==> src/rtl/reg_scoreboard.sv <==
// Per-register pending-write scoreboard; issue_ready is combinational, busy_mask/pending_total update one cycle after accept/wb.
// Stalls issue on unforwardable source hazards or a saturated destination counter; flush clears all tracking.
module reg_scoreboard #(
  parameter int NUM_REGS    = 32,
  parameter int ADDR_W      = 5,
  parameter int MAX_PENDING = 3,
  parameter int TOTAL_W     = 7
) (
  input  logic                clk,
  input  logic                rst_n,
  input  logic                issue_valid,
  input  logic [ADDR_W-1:0]   issue_rs1,
  input  logic [ADDR_W-1:0]   issue_rs2,
  input  logic                issue_use_rs1,
  input  logic                issue_use_rs2,
  input  logic                issue_wen,
  input  logic [ADDR_W-1:0]   issue_rd,
  input  logic [1:0]          issue_fwd_ok,
  output logic                issue_ready,
  input  logic                wb_valid,
  input  logic [ADDR_W-1:0]   wb_rd,
  input  logic                flush,
  output logic [NUM_REGS-1:0] busy_mask,
  output logic [TOTAL_W-1:0]  pending_total,
  output logic                err_underflow
);

  localparam int CNT_W = $clog2(MAX_PENDING + 1);
  localparam logic [CNT_W-1:0] CNT_MAX = CNT_W'(MAX_PENDING);

  logic [CNT_W-1:0]    cnt     [NUM_REGS];
  logic [CNT_W-1:0]    cnt_nxt [NUM_REGS];
  logic [NUM_REGS-1:0] inc;
  logic [NUM_REGS-1:0] dec;
  logic [NUM_REGS-1:0] busy_nxt;
  logic [TOTAL_W-1:0]  total_nxt;
  logic [CNT_W-1:0]    eff;
  logic [CNT_W-1:0]    eff_rs1;
  logic [CNT_W-1:0]    eff_rs2;
  logic [CNT_W-1:0]    eff_rd;
  logic                uflow_raw;
  logic                hz1;
  logic                hz2;
  logic                sat;
  logic                acc;

  // Lookups start at r=1 so x0 and out-of-range addresses never match and read as idle.
  always_comb begin
    eff       = '0;
    eff_rs1   = '0;
    eff_rs2   = '0;
    eff_rd    = '0;
    dec       = '0;
    uflow_raw = 1'b0;
    for (int r = 1; r < NUM_REGS; r++) begin
      dec[r] = wb_valid && (wb_rd == ADDR_W'(r)) && (cnt[r] != '0);
      if (wb_valid && (wb_rd == ADDR_W'(r)) && (cnt[r] == '0)) uflow_raw = 1'b1;
      eff = cnt[r] - CNT_W'(dec[r]);
      if (issue_rs1 == ADDR_W'(r)) eff_rs1 = eff;
      if (issue_rs2 == ADDR_W'(r)) eff_rs2 = eff;
      if (issue_rd == ADDR_W'(r))  eff_rd  = eff;
    end
  end

  always_comb begin
    hz1         = issue_use_rs1 && (eff_rs1 != '0) && !issue_fwd_ok[0];
    hz2         = issue_use_rs2 && (eff_rs2 != '0) && !issue_fwd_ok[1];
    sat         = issue_wen && (eff_rd == CNT_MAX);
    issue_ready = !flush && !hz1 && !hz2 && !sat;
    acc         = issue_valid && issue_ready;
    inc         = '0;
    for (int r = 1; r < NUM_REGS; r++) begin
      inc[r] = acc && issue_wen && (issue_rd == ADDR_W'(r));
    end
    busy_nxt = '0;
    for (int r = 0; r < NUM_REGS; r++) begin
      cnt_nxt[r]  = flush ? '0 : cnt[r] + CNT_W'(inc[r]) - CNT_W'(dec[r]);
      busy_nxt[r] = (cnt_nxt[r] != '0);
    end
    // At most one inc and one dec per cycle, so the total tracks with single-step adjustments.
    total_nxt = flush ? '0 : pending_total + TOTAL_W'(|inc) - TOTAL_W'(|dec);
  end

  always_ff @(posedge clk or negedge rst_n) begin
    if (!rst_n) begin
      for (int r = 0; r < NUM_REGS; r++) cnt[r] <= '0;
      busy_mask     <= '0;
      pending_total <= '0;
      err_underflow <= 1'b0;
    end else begin
      cnt           <= cnt_nxt;
      busy_mask     <= busy_nxt;
      pending_total <= total_nxt;
      if (uflow_raw && !flush) err_underflow <= 1'b1;
    end
  end

endmodule

==> config.mk <==
export PLATFORM = sky130hd
export DESIGN_NAME = reg_scoreboard
export DESIGN_NICKNAME = d
export VERILOG_FILES = /design/src/rtl/reg_scoreboard.sv
export SDC_FILE = /design/constraint.sdc
export NUM_CORES = 1
export LEC_CHECK = 0
export CAP_MARGIN = 30
export CORE_UTILIZATION = 27
export CTS_CLUSTER_DIAMETER = 30
export CTS_CLUSTER_SIZE = 25
export DETAILED_ROUTE_END_ITERATION = 16
export DONT_BUFFER_PORTS = 1
export MAX_ROUTING_LAYER = met4
export PLACE_DENSITY = 0.46
export SETUP_SLACK_MARGIN = 0.1
export SYNTH_ARGS = -nofsm -noshare
export SYNTH_HDL_FRONTEND = slang
export SYNTH_SLANG_ARGS = --single-unit
==> constraint.sdc <==
create_clock -name clk -period 11.6 [get_ports clk]
set_input_delay 2.32 -clock clk [delete_from_list [all_inputs] [get_ports clk]]
set_output_delay 2.32 -clock clk [all_outputs]
set_load 0.05 [all_outputs]
# After elaboration in Yosys (flattened, before gate mapping)

Cells that the tools add are included.

Logic and storage cells: 651
Input bits: 30
Flip-flop bits (word level): 104
Memories: 0
Output and inout bits: 41
Bits in writable memories: 0
Bits in read-only memories: 0
Latch bits: 0

Multiply operators: 0
$lt $le $gt $ge: 0
Equality and inequality tests: 125
Muxes and demuxes: 157
Reduce and logical (&&, ||, !) cells: 239
Add/sub/neg operators: 95
Div/mod/pow operators: 0
Bitwise operators: 0
Shift-type cells: 0

Operator list:

| kind                                                                   | count |
|---|---|
| 5-bit equality test (second input constant)                            | 64 |
| 2-bit 2-to-1 mux                                                       | 125 |
| 5-bit by 4-bit equality test with 1-bit output (second input constant) | 32 |
| 1-bit logical AND                                                      | 135 |
| 2-bit nonzero test                                                     | 65 |
| 2-bit by 1-bit subtractor with 2-bit output                            | 62 |
| 5-bit by 3-bit equality test with 1-bit output (second input constant) | 16 |
| 2-bit by 1-bit adder with 2-bit output                                 | 31 |
| 2-bit zero test                                                        | 31 |
| 31-bit OR reduction                                                    | 2 |
| 5-bit by 2-bit equality test with 1-bit output (second input constant) | 8 |
| 1-bit 2-to-1 mux                                                       | 31 |
| 5-bit by 1-bit equality test with 1-bit output (second input constant) | 4 |
| 7-bit by 1-bit adder with 7-bit output                                 | 1 |
| 7-bit 2-to-1 mux                                                       | 1 |
| 7-bit by 1-bit subtractor with 7-bit output                            | 1 |
| 1-bit zero test                                                        | 6 |
| 2-bit equality test (second input constant)                            | 1 |

# Logic depth before layout (Yosys ltp)

Depth in word-level cells: 49
Mapped depth: 27
Gate-level depth less buffers: 25

# Worst setup path after synthesis

Ideal clock, no wire load.

Kind: input-to-output
From: input port wb_rd[1]
To: output port issue_ready
Path buffers: 3
Data required time: 9.280 ns
Stages: 14
Arrival: 6.004 ns
Path slack: 3.276 ns
Cell sequence: clkbuf_1 -> or2_2 -> clkbuf_1 -> nor3_1 -> ha_1 -> xnor2_1 -> nand2_1 -> mux4_2 -> and3b_1 -> or4_1 -> a311oi_2 -> and3_1 -> buf_6 -> nor2b_1

Word-level cells in the longest chain between the ends: 42
Elaborated cells on any way between the ends: 231
Those cells by class: add/sub: 31; eq/ne: 32; mux: 93; reduce/logical: 75

RTL lines:

| element                                        | line | RTL |
|---|---|---|
| start, declared                                | 21   | `input logic [ADDR_W-1:0] wb_rd,` |
| 5-bit by 1-bit equality test with 1-bit output | 56   | `dec[r] = wb_valid && (wb_rd == ADDR_W'(r)) && (cnt[r] != '0);` |
| 1-bit logical AND (2 in a row)                 | 56   |  |
| 2-bit by 1-bit subtractor with 2-bit output    | 58   | `eff = cnt[r] - CNT_W'(dec[r]);` |
| 2-bit 2-to-1 mux (31 in a row)                 | 59   | `if (issue_rs1 == ADDR_W'(r)) eff_rs1 = eff;` |
| 2-bit nonzero test                             | 66   | `hz1 = issue_use_rs1 && (eff_rs1 != '0) && !issue_fwd_ok[0];` |
| 1-bit logical AND (2 in a row)                 | 66   |  |
| 1-bit zero test                                | 69   | `issue_ready = !flush && !hz1 && !hz2 && !sat;` |
| 1-bit logical AND (2 in a row)                 | 69   |  |
| 1-bit logical AND (*)                          | 69   |  |
| end, declared                                  | 19   | `output logic issue_ready,` |

Mark *: on every way between the ends. The rest lies on a longest branch, timed or not.

# Worst setup path after layout

From: input port wb_valid
To: output port issue_ready

Word-level cells in the longest chain between the ends: 41
Elaborated cells on any way between the ends: 200
Those cells by class: add/sub: 31; eq/ne: 1; mux: 93; reduce/logical: 75

RTL lines:

| element                                     | line | RTL |
|---|---|---|
| start, declared                             | 20   | `input logic wb_valid,` |
| 1-bit logical AND (2 in a row)              | 56   |  |
| 2-bit by 1-bit subtractor with 2-bit output | 58   |  |
| 2-bit 2-to-1 mux (31 in a row)              | 59   |  |
| 2-bit nonzero test                          | 66   |  |
| 1-bit logical AND (2 in a row)              | 66   |  |
| 1-bit zero test                             | 69   |  |
| 1-bit logical AND (2 in a row)              | 69   |  |
| 1-bit logical AND (*)                       | 69   |  |

Marks and branches as above.

==> impl_metrics.yaml <==
outcome:
  status: "completed"
floorplanning:
  die_h_um: 190
  chipWidth_um: 190
  initial_utilization: 0.276
  coreArea_mm2: 0.0347
  dieArea_mm2: 0.0362
  rows: 68
  top_level_ports: 71
yosys:
  synth_seq_area_share: 0.272
  synthArstFlopShare: 1.00
  synth_cell_types: 84
  yosys.area.top_type: "dfrtp_1"
  synth_top_area_frac: 0.272
  syn_nets: 1278
  synthTopCellsByArea: "dfrtp_1 (27%), ha_1 (13%), xnor2_1 (4.7%)"
  syn_area_mm2: 0.00958
  ys.flop_type: "dfrtp_1"
  syn_avg_cell_area_um2: 8.35
  synthCells: 1147
  ys_ff_latch: 104
  yosysWarnings: 0
  synth_edf_count: 0
timing:
  slew_headroom: 0.331
  finalClockSkew_ns: 0.00952
  rsz0062_at_grt: "false"
  fin_crit_sh: 0.747
  hold_viol_final: 0
  setup_viol: 0
  fmax_ghz: 0.115
  slew_viol_final: 0
  hold_ws_ns: 0.512
  worstMarginPinSlew_ns: 1.00
  postLayoutSetupSlackWorst_ns: 2.94
  fin_crit_ns: 8.66
  final.setup.tns_ns: 0
clock_tree:
  cts.clk_slew.worst_paths_ns: 0.07
  cts-root-buf: "clkbuf_16"
  tritoncts: "built"
  cts-hold-fix-buffers: 0
  cts_setup_buffers: 0
  cts_made_buffers: 9
  cts_resized: 0
  htree_levels: 3
  clockBufferDepth: 2
  clock_sinks: 104
  clk_latency_ns: 0.36
power_and_ir_drop:
  max-vdd-ir-drop_mv: 0.0837
  p_per_area_mw_per_mm2: 86.8
  power_uw: 894
  p_leak_nw: 4.84
setup_path:
  path_class: "in -> out"
  r2r-start: "cnt[59]"
  r2r_cells: 23
  start_kind: "input pin"
  cp_max_fo: 6
  rrSetupSlack_ns: 5.90
  crit_required_ns: 9.28
  endpoint_kind: "output port"
  worstPathArrival_ns: 6.34
  r2r-end: "pending_total[6]"
hold_path:
  hold_class: "reg -> reg"
  min-delay-start: "cnt[63]"
  hold_depth: 1
  whs_endpoint: "cnt[63]"
finish:
  multi_input_area_mm2: 0.00638
  regArea_mm2: 0.00260
  final_common_cell: "nor2_1"
  antenna_cells: 0
  drive_gt1_frac: 0.0658
  layout.cells.most_common_list: "nor2_1 (116), dfrtp_1 (104), ha_1 (100)"
  area_growth_pct: 7.54
  fillCellCount: 3782
  fin_cells: 1564
  fin_nets: 1238
grt:
  grt_pass1_vias: 8275
  grt_max_degree: 105
  grt_use_total: 0.213
  grt_pass1_wl_um: 55000
  antenna_found_initial: 0
  grt_overflow: 0
run:
  cap_violations: 0
placement:
  portBuffers: 0
  post-place-ws_ns: 3.08
  routabilityCongestion: 0.915
  dp_cells: 1551
  hpwl_um: 28800
drt:
  vias: 8622
  drc_errors: 0
  via_per_inst: 5.51
  drt-initial-drc-count: 909
  first_pass_iters: 6
  drt-total-wl_um: 36900
  ant_nets: 0
  wl_per_cell_um: 23.6
[layer usage]
metal	routed length [µm]	global-route usage
met3	2410	0.0326
met2	16400	0.322
met1	17300	0.291
met5	0	-
met4	873	0.0646
[critical path, stage by stage]
cell and delay (ns):
nor2b_1 0.30, nand2_1 0.19, nor3_1 0.74, ha_1 0.41, nor2b_1 0.15, a211o_1 0.25
a2111oi_0 0.47, o211ai_1 0.16, a2111o_1 0.43, a32oi_1 0.50, nor2b_1 0.41
[logic make-up (layout without fill, tap and decap cells)]
| group | count (synthesis) | after routing | synth area share |
|---|---|---|---|
| AO/OA/AOI/OAI | 210 | 210 | 0.154 |
| XOR/XNOR | 101 | 101 | 0.0947 |
| adder cells (fa/ha/maj) | 101 | 101 | 0.133 |
| buffers and inverters | 144 | 106 | 0.0617 |
| flip-flops | 104 | 104 | 0.272 |
| multiplexers | 21 | 21 | 0.0252 |
| AND/OR/NAND/NOR | 466 | 466 | 0.260 |
[cells in the mapped netlist (all sizes together), types with 8 or more instances]
cell type	n
nor2	116
dfrtp	104
ha	100
inv	80
nor3	71
nor2b	59
xnor2	54
xor2	47
clkbuf	41
a21oi	40
nand2	40
or2	40
o21ai	37
nand2b	32
nand4	27
buf	22
nand3	17
nor4	15
mux2i	14
a31oi	12
o211ai	12
o22ai	10
nand3b	8
[registers in the layout, indices dropped and copies added (netlist names)]
signal and cells:
busy_mask 32, pending_total 7, cnt 64, err_underflow 1
[stage by stage]
step                       util  instance area (µm²)
final                     0.297                10300
after global routing      0.297                10300
after CTS                 0.297                10300
after detailed placement  0.287                 9950
after global placement    0.286                 9940
after floorplan               -                 9580
[report_power, final]
part / total (mW) / internal (mW) / switching [mW]
clock: 0.366 / 0.229 / 0.136
sequential: 0.397 / 0.369 / 0.0281
combinational: 0.132 / 0.0561 / 0.0756
total: 0.894 / 0.654 / 0.240
[worst max-delay path by stage]
stage / start / end / slack, ns / cells after the start
final: wb_valid / issue_ready / 2.94 / 11
after global routing: wb_valid / issue_ready / 2.73 / 12
after CTS: wb_valid / issue_ready / 3.06 / 12
after detailed placement: wb_rd[1] / issue_ready / 3.08 / 11
after global placement: wb_valid / issue_ready / 3.12 / 11
after floorplan: wb_rd[1] / issue_ready / 3.28 / 14
[final cells by class]
cell class | count | area share
tap | 455 | 0.0553
sequential | 104 | 0.253
timing repair buffer | 12 | 0.00911
clock buffer | 9 | 0.0219
multi-input combinational | 899 | 0.620
inverter | 81 | 0.0295
clock inverter | 4 | 0.0117
(Power assumes the default switching activity.)
